## config.mk

```make
export PLATFORM = sky130hd
export DESIGN_NAME = delta_sigma_mc
export DESIGN_NICKNAME = d
export VERILOG_FILES = /design/src/rtl/delta_sigma_mc.sv
export SDC_FILE = /design/constraint.sdc
export NUM_CORES = 1
export LEC_CHECK = 0
export BUFFER_PORTS_ARGS = -buffer_cell sky130_fd_sc_hd__clkbuf_2
export CAP_MARGIN = 10
export CORE_ASPECT_RATIO = 0.6
export CORE_MARGIN = 5
export CORE_UTILIZATION = 50
export CTS_CLUSTER_DIAMETER = 40
export DETAILED_ROUTE_END_ITERATION = 6
export PLACE_DENSITY = 0.65
export REMOVE_ABC_BUFFERS = 1
export SYNTH_ARGS = -nofsm -noshare
export SYNTH_HDL_FRONTEND = slang
export SYNTH_SLANG_ARGS = --single-unit
```

## constraint.sdc

```tcl
create_clock -name clk -period 3.6 [get_ports clk]
set_input_delay 0 -clock clk [delete_from_list [all_inputs] [get_ports clk]]
set_output_delay 0 -clock clk [all_outputs]
set_load 0.05 [all_outputs]
```

## src/rtl/delta_sigma_mc.sv

```systemverilog
// Multi-channel delta-sigma DAC modulator with a shared valid/ready write port.
// Define DS_SECOND_ORDER_EN for a second-order error-feedback loop per channel.
module delta_sigma_mc #(
  parameter int IN_BITS  = 12,
  parameter int CHANNELS = 4,
  parameter int DIV      = 1,
  localparam int CW = (CHANNELS > 1) ? $clog2(CHANNELS) : 1,
  localparam int NW = (DIV > 1) ? $clog2(DIV) : 1
) (
  input  logic                clk,
  input  logic                rst,
  input  logic                ena,
  input  logic                in_valid,
  output logic                in_ready,
  input  logic [CW-1:0]       in_chan,
  input  logic [IN_BITS-1:0]  in_data,
  output logic [CHANNELS-1:0] out,
  output logic                tick
);

  logic [IN_BITS-1:0]  r_level  [CHANNELS];
  logic [IN_BITS-1:0]  r_shadow [CHANNELS];
  logic [CHANNELS-1:0] r_pend;
  logic [CHANNELS-1:0] r_out;
  logic [NW-1:0]       r_cnt;
  logic                r_tick;

  logic                w_inrange;
  logic                w_pend_sel;
  logic                w_accept;
  logic                w_upd;
  logic [IN_BITS-1:0]  w_lvl [CHANNELS];
  logic [CHANNELS-1:0] w_nxt_out;

  always_comb begin
    w_inrange  = 1'b0;
    w_pend_sel = 1'b0;
    for (int c = 0; c < CHANNELS; c++) begin
      if (in_chan == CW'(c)) begin
        w_inrange  = 1'b1;
        w_pend_sel = r_pend[c];
      end
    end
  end

  assign in_ready = ena & w_inrange & ~w_pend_sel;
  assign w_accept = in_valid & in_ready;
  assign w_upd    = ena && (r_cnt == NW'(DIV - 1));

  always_comb begin
    for (int c = 0; c < CHANNELS; c++) begin
      w_lvl[c] = r_pend[c] ? r_shadow[c] : r_level[c];
    end
  end

`ifdef DS_SECOND_ORDER_EN
  localparam int WW = IN_BITS + 6;
  localparam int SW = IN_BITS + 4;
  localparam logic signed [WW-1:0] LIM  = WW'(2 ** (IN_BITS + 2));
  localparam logic signed [WW-1:0] NLIM = -LIM;
  localparam logic signed [WW-1:0] FBV  = WW'(2 ** IN_BITS);

  logic signed [SW-1:0] r_i1 [CHANNELS];
  logic signed [SW-1:0] r_i2 [CHANNELS];
  logic signed [WW-1:0] w_i1n [CHANNELS];
  logic signed [WW-1:0] w_i2n [CHANNELS];

  function automatic logic signed [WW-1:0] sat(
    input logic signed [WW-1:0] v
  );
    if (v > LIM)
      return LIM;
    else if (v < NLIM)
      return NLIM;
    return v;
  endfunction

  always_comb begin
    for (int c = 0; c < CHANNELS; c++) begin
      logic signed [WW-1:0] fb;
      fb = r_out[c] ? FBV : '0;
      w_i1n[c] = sat(WW'(r_i1[c])
        + $signed({6'd0, w_lvl[c]}) - fb);
      w_i2n[c] = sat(WW'(r_i2[c]) + w_i1n[c] - fb);
      w_nxt_out[c] = ~w_i2n[c][WW-1];
    end
  end

  always_ff @(posedge clk or negedge rst) begin
    if (!rst) begin
      for (int c = 0; c < CHANNELS; c++) begin
        r_i1[c] <= '0;
        r_i2[c] <= '0;
      end
    end else if (w_upd) begin
      for (int c = 0; c < CHANNELS; c++) begin
        r_i1[c] <= SW'(w_i1n[c]);
        r_i2[c] <= SW'(w_i2n[c]);
      end
    end
  end
`else
  logic [IN_BITS-1:0] r_acc [CHANNELS];
  logic [IN_BITS:0]   w_sum [CHANNELS];

  always_comb begin
    for (int c = 0; c < CHANNELS; c++) begin
      w_sum[c]     = {1'b0, r_acc[c]} + {1'b0, w_lvl[c]};
      w_nxt_out[c] = w_sum[c][IN_BITS];
    end
  end

  always_ff @(posedge clk or negedge rst) begin
    if (!rst) begin
      for (int c = 0; c < CHANNELS; c++)
        r_acc[c] <= '0;
    end else if (w_upd) begin
      for (int c = 0; c < CHANNELS; c++)
        r_acc[c] <= w_sum[c][IN_BITS-1:0];
    end
  end
`endif

  always_ff @(posedge clk or negedge rst) begin
    if (!rst) begin
      for (int c = 0; c < CHANNELS; c++) begin
        r_level[c]  <= '0;
        r_shadow[c] <= '0;
      end
      r_pend <= '0;
      r_out  <= '0;
      r_cnt  <= '0;
      r_tick <= 1'b0;
    end else begin
      r_tick <= w_upd;
      if (ena)
        r_cnt <= w_upd ? '0 : r_cnt + NW'(1);
      for (int c = 0; c < CHANNELS; c++) begin
        if (w_upd) begin
          r_level[c] <= w_lvl[c];
          r_pend[c]  <= 1'b0;
          r_out[c]   <= w_nxt_out[c];
        end
        // a write landing on an update cycle keeps its pending flag
        if (w_accept && in_chan == CW'(c)) begin
          r_shadow[c] <= in_data;
          r_pend[c]   <= 1'b1;
        end
      end
    end
  end

  assign out  = r_out;
  assign tick = r_tick;

endmodule

```

After elaboration in Yosys (flattened, before gate mapping). Index checks and enable logic that the tools add are counted.

Bitwise gates (word level): 5. Multiplexer cells: 18. $add $sub $neg: 5. Equality and inequality tests: 3. Reduce and logical (&&, ||, !) cells: 10.

Operators with widths (count): 12-bit by 12-bit adder with 13-bit output (4); 12-bit two-way mux (4); 1-bit two-way mux (14); 2-bit nonzero test (4); 1-bit logical AND (5); 2-bit == test (second input constant) (2); 1-bit bitwise AND (3); 2-bit by 1-bit == test with 1-bit output (second input constant) (1); 2-bit zero test (1); 1-bit inverter (2); 1-bit adder (second input constant) (1).

Input bits: 18. Flip-flop bits (word level): 154.

Longest topological paths before layout. Gate-level depths: netlist (run 1).

Depth in word-level cells: 10. Gate-level depth with buffers: 10. Mapped depth without buffers: 9.

Least setup slack after synthesis (run 1). Ideal clock, no wire load.

Path kind: register to register. Start: register r_pend[1]. End: register r_out[1], in the netlist out[1]. Slack: 0.486 ns. Arrival time: 2.981 ns. Library setup time: 0.133 ns. Required time: 3.467 ns. Clock period less this slack: 3.114 ns. Cell stages (with the launch flop): 11. Path through: dfrtp_1 > clkbuf_1 > mux2_2 > ha_1 > fa_1 > a21oi_2 > o21ai_2 > a2111oi_4 > o31ai_2 > a2111oi_2 > nor3_1.

RTL lines: from (decl) (RTL line 23) `logic [CHANNELS-1:0] r_pend;`; from (signal assigned) (RTL line 130) `r_pend <= '0;`; from (signal, indexed assignment) (RTL line 141) `r_pend[c] <= 1'b0;`; from (signal, indexed assignment) (RTL line 147) `r_pend[c] <= 1'b1;`; to (signal, indexed assignment) (RTL line 142) `r_out[c] <= w_nxt_out[c];`; to (decl) (RTL line 24) `logic [CHANNELS-1:0] r_out;`.

==> results of run 1 <==
==> path summary, 6_finish.rpt <==
| check | start | endpoint | slack [ns] | cells after the start |
|---|---|---|---|---|
| min reg2reg | r_level[19]$_DFFE_PN0P_ | r_level[19]$_DFFE_PN0P_ | 0.47 | 2 |
| max | r_pend[3]$_DFFE_PN0P_ | r_acc[10]$_DFFE_PN0P_ | 0.67 | 9 |
| max in group asynchronous | rst | r_shadow[38]$_DFFE_PN0P_ | 2.37 | 3 |
| max reg2reg | r_pend[3]$_DFFE_PN0P_ | r_acc[10]$_DFFE_PN0P_ | 0.67 | 9 |
| min | in_chan[1] | r_pend[1]$_DFFE_PN0P_ | 0.12 | 3 |
| min in group asynchronous | rst | r_acc[45]$_DFFE_PN0P_ | 0.26 | 2 |
==> timing repair <==
item,4_1_cts,5_1_grt
hold buffers,14,0
setup endpoints to repair,0,0
hold endpoints to repair,148,0
==> area by class of cell <==
type / instances / area (um2) / area share
well taps: 209 / 262 / 0.0283
repair buffers: 47 / 337 / 0.0364
flip-flops and latches: 154 / 3850 / 0.417
clock inverters: 11 / 119 / 0.0129
inverters: 8 / 30.0 / 0.00325
clock buffers: 21 / 470 / 0.0509
multi-input cells: 604 / 4170 / 0.451
==> sequential cells by signal, summed over array words and instances (netlist names) <==
name / flops
out: 4
r_cnt: 1
tick: 1
r_shadow: 48
r_pend: 4
r_level: 48
r_acc: 48
==> kinds of logic after synthesis <==
kind of cell / after synthesis / synth area share
AO/OA/AOI/OAI: 142 / 0.111
XOR/XNOR: 33 / 0.0354
adder cells (fa/ha/maj): 52 / 0.0833
buffers and inverters: 43 / 0.0208
flip-flops: 154 / 0.471
multiplexers: 99 / 0.138
AND/OR/NAND/NOR: 278 / 0.140
==> critical path, cell delays in order (launching register included) <==
cell and delay, ns:
dfrtp_1 0.38, mux2_2 0.36, ha_1 0.23, fa_1 0.43
a211oi_1 0.28, o21bai_1 0.17, a2111oi_0 0.47, o31a_1 0.23
xor2_1 0.14, o21ai_0 0.09
==> cell usage in the layout (no fill, tap or decap), types with 11 or more instances in the layout <==
master and count:
a21oi_1 28, clkbuf_16 17, clkbuf_2 22, dfrtp_1 154, dlygate4sd3_1 14, ha_1 48
mux2_2 97, nand2_1 222, nor2_1 12, o21a_1 11, o21ai_0 54, xnor2_1 18
xor2_1 15
==> per-stage QoR <==
stage / hold WS [ns] / total power [mW] / setup TNS (ns)
3_5_place_dp: 0.193 / 5.31 / 0
6_report: 0.119 / 7.10 / 0
4_1_cts: 0.114 / 7.15 / 0
5_1_grt: 0.150 / 7.66 / 0
3_3_place_gp: 0.189 / 5.16 / 0
2_1_floorplan: -0.296 / 4.69 / -89.78
==> power by group <==
part,switching (mW),internal [mW]
sequential,0.308,2.27
combinational,1.50,1.23
clock,0.709,1.07
==> metal layers <==
layer	vias to the layer above	GRT usage
met5	-	0
met3	14	0.0405
li1	2849	-
met4	0	0.0487
met2	105	0.323
met1	2868	0.274
==> impl_metrics.json, run 1 <==
{
  "status": "completed",
  "maxCapViolCount": 0,
  "ant_nets": 0,
  "grt_max_degree": 102,
  "grt_pass1_wl_mm": 30.0,
  "area_delta_synth_final_pct": 13.0,
  "routed_wl_mm": 17.4,
  "place_hpwl_mm": 12.0,
  "clk_pin_slew_ns": 0.06,
  "end_kind": "flip-flop",
  "hold_viol": 0,
  "yosys_most_used_dff": "dfrtp_1",
  "post_cts_buffers": 0,
  "cp-start-kind": "flip-flop",
  "drive_gt1_frac": 0.207,
  "dpl_worst_slack_ns": 0.705,
  "yosysMostFrequentCell": "nand2_1",
  "synth_common_cells": "nand2_1 (222), dfrtp_1 (154), mux2_2 (97), o21ai_0 (54), ha_1 (48)",
  "ir_worst_vdd_mv": 0.373,
  "ioPinCount": 24,
  "stdcell_count": 1054,
  "netlist_instances": 801,
  "crit_type": "reg2reg",
  "synth-async-reset-ratio": 1.00,
  "initial_utilization": 0.507,
  "finalInstanceArea_um2": 9240,
  "cts_tree": "done",
  "vias": 5836,
  "wl_met3_um": 662,
  "root_buffer": "clkbuf_16",
  "fillers": 1356,
  "antenna_found_initial": 1,
  "cts_resized": 0,
  "grt_pass1_vias": 5920,
  "power.leakage_nw": 4.41,
  "skew_ns": 0.00877,
  "ys_top_cells_by_area": "dfrtp_1 (47%), mux2_2 (13%), nand2_1 (10%)",
  "synth_edf_count": 0,
  "die-area_um2": 19100,
  "core_area_um2": 16100,
  "avgSynthCellArea_um2": 10.2,
  "ys_seq_area_frac": 0.471,
  "numCtsBuffers": 17,
  "gp_congestion": 0.842,
  "relSlewSlack": 0.306,
  "drt_iter0_drc": 339,
  "synthDistinctLibCells": 51,
  "die_h_um": 109,
  "synth_seq_cells": 154,
  "hold_class": "in2reg",
  "crit_fanout": 3,
  "rsz0062_at_grt": "false",
  "clockBufferDepth": 2,
  "htreeDepth": 4,
  "met1_length_mm": 8.51,
  "cellPowerDensity_nw_per_um2": 768,
  "synth_top_area_frac": 0.471,
  "postLayoutCoreUtil": 0.573,
  "yosys_warnings": 0,
  "required_ns": 3.87,
  "port_buffers": 23,
  "maxUsedRoutingLayer": "met4",
  "final.setup.worst_slack_ns": 0.673,
  "fin_crit_ns": 2.93,
  "wl_met2_mm": 8.11,
  "fin_nets": 902,
  "clkSinkCount": 154,
  "viasPerCell": 5.54,
  "dp.cells": 1008,
  "arrival_ns": 3.20,
  "firstDrtPassIters": 5,
  "wire_per_inst_um": 16.6,
  "route.detailed.drc": 0,
  "worst_pin_slew_ns": 1.04,
  "drv_slew": 0,
  "synth.cell_area_um2": 8180,
  "antenna_cells": 0,
  "die_w_um": 175,
  "fmax_mhz": 342,
  "fin_crit_sh": 0.813,
  "grt_usage": 0.198,
  "clkLatencyLatePin_ns": 0.42,
  "overflow": 0,
  "placed_cell_area_um2": 8510,
  "setup_viol": 0,
  "rows": 36,
  "yosys.area.top_type": "dfrtp_1"
}
(Power assumes the default switching activity.)
==> run 2, diff against run 1 <==
ABC_AREA = 1   (was unset)
PLACE_DENSITY = 0.68   (was 0.65)
clock period = 2.4 ns   (was 3.6 ns; I/O delays follow)
==> run 2 against run 1 <==
Compared with the run above:
- die area is 8.7% higher
- synthesized cell count is 54% higher
- register-to-register slack worse by 0.46 ns
- count of clock-buffer cells in the layout is 2 lower
- global-route usage is 1.7 points higher
- clock power is 46% higher
- via count is 34% higher
- utilization is 0.86 points higher
- highest routed layer unchanged
==> impl_metrics.json, run 2 <==
{
  "ant_nets": 0,
  "min_from": "in_chan[1]",
  "synthDistinctLibCells": 22,
  "area_delta_synth_final_pct": 12.9,
  "ys_seq_area_frac": 0.431,
  "firstDrtPassIters": 5,
  "worst_pin_slew_ns": 0.616,
  "grt_max_degree": 90,
  "avgSynthCellArea_um2": 7.25,
  "cp-start-kind": "flip-flop",
  "clockBufferDepth": 2,
  "htreeDepth": 4,
  "synth_xor_area_frac": 0.00979,
  "synth_compound_gate_area_share": 0.0894,
  "yosys_most_used_dff": "dfrtp_1",
  "worstReg2RegStart": "r_pend[1]$_DFFE_PN0P_",
  "drv_slew": 0,
  "yosys_warnings": 0,
  "mostFrequentLayoutCells": "nand2_1 (481), dfrtp_1 (153), inv_1 (138), o21ai_0 (118), nand4_1 (64)",
  "cts_tree": "done",
  "dpl_worst_slack_ns": 0.192,
  "ir_worst_vdd_mv": 0.592,
  "min_path_cells": 5,
  "wire_per_inst_um": 14.0,
  "final.setup.worst_slack_ns": 0.213,
  "rsz0062_at_grt": "false",
  "drt_iter0_drc": 719,
  "maxCapViolCount": 0,
  "crit_fanout": 17,
  "post_cts_buffers": 0,
  "worst_r2r_endpoint": "r_acc[35]$_DFFE_PN0P_",
  "final_common_cell": "nand2_1",
  "netlist_instances": 1234,
  "ioPinCount": 24,
  "viasPerCell": 5.17,
  "synth_top_family_by_area": "simple AND/OR/NAND/NOR gates",
  "clk_pin_slew_ns": 0.07,
  "synth_edf_count": 0,
  "clkLatencyLatePin_ns": 0.43,
  "initial_utilization": 0.515,
  "drive_gt1_frac": 0.0695,
  "setup_viol": 0,
  "grt_usage": 0.214,
  "antenna_cells": 0,
  "synth_seq_cells": 154,
  "fin_nets": 1337,
  "rows": 37,
  "fmax_mhz": 457,
  "hold_viol": 0,
  "yosys.area_share.adder": 0.0761,
  "power.leakage_nw": 5.30,
  "hold_class": "in2reg",
  "antenna_found_initial": 0,
  "overflow": 0,
  "regToRegSetupSlack_ns": 0.21,
  "clkSinkCount": 154,
  "vias": 7821,
  "synth.cell_area_um2": 8950,
  "dp.cells": 1468,
  "core_area_um2": 17400,
  "yosys-mux-area-fraction": 0,
  "cellPowerDensity_nw_per_um2": 1050,
  "crit_type": "reg2reg",
  "die_h_um": 114,
  "status": "completed",
  "die-area_um2": 20800,
  "yosysMostFrequentCell": "nand2_1",
  "place_hpwl_mm": 14.9,
  "grt_pass1_wl_mm": 36.5,
  "r2r_cells": 11,
  "grt_pass1_vias": 7394,
  "synth_top_area_frac": 0.431,
  "yosys.area.top_type": "dfrtp_1",
  "routed_wl_mm": 21.1,
  "reg_top3": "r_acc: 48 flops, r_level: 48 flops, r_shadow: 48 flops",
  "required_ns": 2.71,
  "gp_congestion": 0.881,
  "arrival_ns": 2.50,
  "die_w_um": 183,
  "ys_top_cells_by_area": "dfrtp_1 (43%), nand2_1 (20%), o21ai_0 (7.0%)",
  "route.detailed.drc": 0,
  "skew_ns": 0.0123,
  "synth-async-reset-ratio": 1.00,
  "synth_simple_gate_area_share": 0.312,
  "stdcell_count": 1514,
  "fin_crit_ns": 2.19,
  "root_buffer": "clkbuf_16",
  "end_kind": "flip-flop",
  "port_buffers": 23,
  "relSlewSlack": 0.589,
  "fin_crit_sh": 0.911,
  "numCtsBuffers": 17,
  "synth_common_cells": "nand2_1 (481), dfrtp_1 (154), inv_1 (139), o21ai_0 (125), nand4_1 (64)",
  "min_delay_worst_endpoint": "r_shadow[27]$_DFFE_PN0P_"
}
[run 2: cell count changes in the layout (fill, tap and decap cells not counted), moves of 10 or more]
cell / delta
nand4_1: +59
xnor2_1: -18
o21a_1: -11
o21ai_0: +64
a21o_1: -10
o21ai_1: +11
nand3_1: +49
buf_4: +13
nor2_1: +48
mux2_2: -97
inv_1: +131
nand2_1: +259
[run 2: timing repair]
| item | 4_1_cts | 5_1_grt |
|---|---|---|
| hold endpoints to repair | 109 | 0 |
| setup endpoints to repair | 0 | 9 |
| hold buffers | 14 | 0 |
| gates resized for setup | 0 | 9 |
[run 2: metal layers]
| layer | up-vias | share of wire | GRT usage | routed length, um |
|---|---|---|---|---|
| met5 | - | 0 | 0 | 0 |
| met1 | 3592 | 0.54 | 0.340 | 11400 |
| met3 | 15 | 0.054 | 0.0395 | 1140 |
| met2 | 179 | 0.40 | 0.306 | 8420 |
| li1 | 4035 | - | - | - |
| met4 | 0 | 0.0067 | 0.0415 | 142 |
[run 2: final cells by class]
type                            count  area [um2]
Fill cell                        1623        7260
Multi-Input combinational cell    892        4370
Sequential cell                   154        3850
Inverter                          139         522
Timing Repair Buffer               63         494
Clock buffer                       19         453
Tap cell                          234         293
Clock inverter                     13         109
[run 2: worst max path at each step]
stage	cells past startpoint	start	slack, ns	endpoint
2_1_floorplan	4	r_cnt$_DFFE_PN0P_	-2.67	out[0]$_DFFE_PN0P_
3_3_place_gp	11	r_pend[0]$_DFFE_PN0P_	0.25	r_acc[44]$_DFFE_PN0P_
3_5_place_dp	11	r_pend[3]$_DFFE_PN0P_	0.19	r_acc[7]$_DFFE_PN0P_
4_1_cts	11	r_pend[3]$_DFFE_PN0P_	0.18	r_acc[7]$_DFFE_PN0P_
5_1_grt	9	r_pend[3]$_DFFE_PN0P_	0.008	out[3]$_DFFE_PN0P_
6_report	11	r_pend[1]$_DFFE_PN0P_	0.21	r_acc[35]$_DFFE_PN0P_
[run 2: per-stage QoR]
step | TNS, ns | instance area (um2) | util | total power, mW | hold slack, ns
2_1_floorplan | -202.90 | 8730 | - | 6.85 | -0.296
3_3_place_gp | 0 | 9390 | 0.541 | 7.80 | 0.0271
3_5_place_dp | 0 | 9390 | 0.541 | 7.90 | 0.0333
4_1_cts | 0 | 10100 | 0.581 | 10.6 | 0.0845
5_1_grt | 0 | 10100 | 0.582 | 11.5 | 0.124
6_report | 0 | 10100 | 0.582 | 10.6 | 0.0956
[run 2: kinds of logic after synthesis]
| kind of cell | after synthesis |
|---|---|
| xor+xnor | 10 |
| flops | 154 |
| buf+inv | 188 |
| compound gates | 157 |
| fa+ha+maj | 52 |
| simple gates | 673 |
[run 2: critical path, stage by stage (launching register included)]
cell	delay, ns
dfrtp_2	0.46
buf_4	0.21
o21ai_0	0.37
ha_1	0.37
nand2_1	0.14
inv_1	0.05
nand2_1	0.08
nand2_1	0.05
nand2_1	0.09
nand4_1	0.10
nand3_1	0.09
nand2_1	0.05
[run 2: where the power goes]
part | switching [mW] | internal [mW] | total [mW] | leakage [nW]
logic | 2.66 | 1.50 | 4.15 | 3.06
registers | 0.415 | 3.38 | 3.80 | 1.97
clock network | 1.19 | 1.41 | 2.60 | 0.269
total | 4.27 | 6.29 | 10.6 | 5.30
==> run 3, diff against run 2 <==
==> constraint.sdc (replaced) <==
create_clock -name clk -period 2.4 [get_ports clk]
set_input_delay 0.24 -clock clk [delete_from_list [all_inputs] [get_ports clk]]
set_output_delay 0.24 -clock clk [all_outputs]
set_load 0.05 [all_outputs]
==> run 3 against run 2 <==
Compared with the run above:
- clock power grew 3%
- utilization shrank 0.81 points
- highest routed layer unchanged
- via count grew 0.35%
- the flow now finishes with violations (DRC)
==> impl_metrics.json, run 3 (same netlist as run 2, synthesis figures left out) <==
{
  "arrival_ns": 2.04,
  "postLayoutCoreUtil": 0.574,
  "die-area_um2": 20800,
  "htreeDepth": 4,
  "crit_family": "buffers and inverters",
  "ir_worst_vdd_mv": 0.505,
  "hold_viol": 0,
  "regToRegSetupSlack_ns": 0.18,
  "numCtsBuffers": 17,
  "cpPeakStageDelay_ns": 0.46,
  "initial_utilization": 0.515,
  "fmax_mhz": 439,
  "clockBufferDepth": 2,
  "routed_wl_mm": 20.9,
  "grt_pass1_wl_mm": 35.0,
  "crit_type": "reg2out",
  "final_common_cell": "nand2_1",
  "reg_top3": "r_acc: 48 flops, r_level: 48 flops, r_shadow: 48 flops",
  "clkSinkCount": 154,
  "overflow": 0,
  "fin_setup_tns_ns": 0,
  "end_kind": "output pin",
  "setup_viol": 0,
  "grt_pass1_vias": 6813,
  "cts_tree": "done",
  "antenna_cells": 0,
  "power.leakage_nw": 5.23,
  "viasPerCell": 5.25,
  "cellPowerDensity_nw_per_um2": 1060,
  "ant_nets": 0,
  "cp-start-kind": "flip-flop",
  "ioPinCount": 24,
  "root_buffer": "clkbuf_16",
  "total_power_mw": 10.6,
  "antenna_found_initial": 0,
  "rows": 37,
  "worst_pin_slew_ns": 0.594,
  "maxCapViolCount": 0,
  "clkLatencyLatePin_ns": 0.43,
  "fin_nets": 1317,
  "required_ns": 2.16,
  "crit_chain": "buf_4 -> nand2_1 -> nand3_1 -> nor3_4 -> clkbuf_2",
  "drt_iter0_drc": 690,
  "status": "finished, violations left",
  "fin_crit_sh": 0.949,
  "grt_usage": 0.207,
  "grt_max_degree": 85,
  "drive_gt1_frac": 0.0635,
  "die_h_um": 114,
  "firstDrtPassIters": 7,
  "holdWs_ns": 0.0547,
  "drv_slew": 0,
  "die_w_um": 183,
  "fin_crit_ns": 2.28,
  "mostFrequentLayoutCells": "nand2_1 (481), dfrtp_1 (154), inv_1 (138), o21ai_0 (122), nand4_1 (64)",
  "crit_path_top_delay_cell": "dfrtp_1",
  "violations": "DRC",
  "route.detailed.drc": 1,
  "vias": 7848,
  "wire_per_inst_um": 14.0,
  "crit_buf_inv": 2,
  "gp_congestion": 0.873,
  "port_buffers": 23,
  "clk_pin_slew_ns": 0.07,
  "core_area_um2": 17400,
  "rsz0062_at_grt": "false",
  "skew_ns": 0.0129,
  "place_hpwl_mm": 14.7,
  "relSlewSlack": 0.603,
  "post_cts_buffers": 0,
  "crit_fanout": 18,
  "area_delta_synth_final_pct": 11.3,
  "hold_class": "in2reg"
}
==> run 3: cell types whose count changed in the layout (fill, tap and decap cells not counted), sizes merged <==
cell	previous run	this run
dlygate4sd3	14	1
buf	27	20
clkbuf	41	39
inv	145	147
bufinv	0	1
clkinv	4	3
==> run 3: layer usage <==
metal,up-vias,GRT usage,wire [um]
met5,-,0,0
met4,0,0.0460,167
met3,20,0.0475,1310
met2,223,0.271,8170
met1,3607,0.339,11300
li1,3998,-,-
==> run 3: what timing repair did <==
action	in CTS	in global routing
setup endpoints to repair	0	3
endpoints found under the hold margin	55	0
gates resized for setup	0	3
hold buffers	1	0
==> run 3: worst paths after layout <==
check,from,to,cells after the start
setup / recovery,r_pend[1]$_DFFE_PN0P_,in_ready,5
hold / removal,ena,r_cnt$_DFFE_PN0P_,2
setup reg to reg,r_pend[2]$_DFFE_PN0P_,r_acc[20]$_DFFE_PN0P_,10
hold reg to reg,r_acc[24]$_DFFE_PN0P_,r_acc[24]$_DFFE_PN0P_,2
max in group asynchronous,rst,r_shadow[19]$_DFFE_PN0P_,3
min in group asynchronous,rst,r_acc[9]$_DFFE_PN0P_,2
==> run 3: report_power, final <==
part / internal, mW / total [mW] / switching [mW]
clock: 1.47 / 2.69 / 1.22
combinational: 1.47 / 4.11 / 2.64
sequential: 3.38 / 3.81 / 0.423
==> run 3: final cells by class <==
type | count | area, um2
clock buffer | 17 | 425
clock inverter | 15 | 158
tap | 234 | 293
multi-input combinational | 892 | 4370
inverter | 139 | 522
sequential | 154 | 3850
timing repair buffer | 43 | 337
fill | 1606 | 7400
==> run 3: worst register-to-register path, cell delays in order, from the launching register on <==
cell and delay, ns:
dfrtp_1 0.54, o21ai_0 0.19, ha_1 0.27, fa_1 0.44
nand2_1 0.12, nor2_1 0.06, o21ai_0 0.23, nand2_1 0.11
nand2_1 0.07, nand3_1 0.06, nand2_1 0.08
==> run 3: per-stage QoR <==
step | std cells | cell area, um2 | setup slack [ns]
6_report | 1494 | 9960 | 0.122
5_1_grt | 1494 | 9960 | 0.000487
4_1_cts | 1494 | 9960 | 0.142
3_5_place_dp | 1461 | 9360 | 0.230
3_3_place_gp | 1461 | 9360 | 0.239
2_1_floorplan | 1185 | 8730 | -2.67
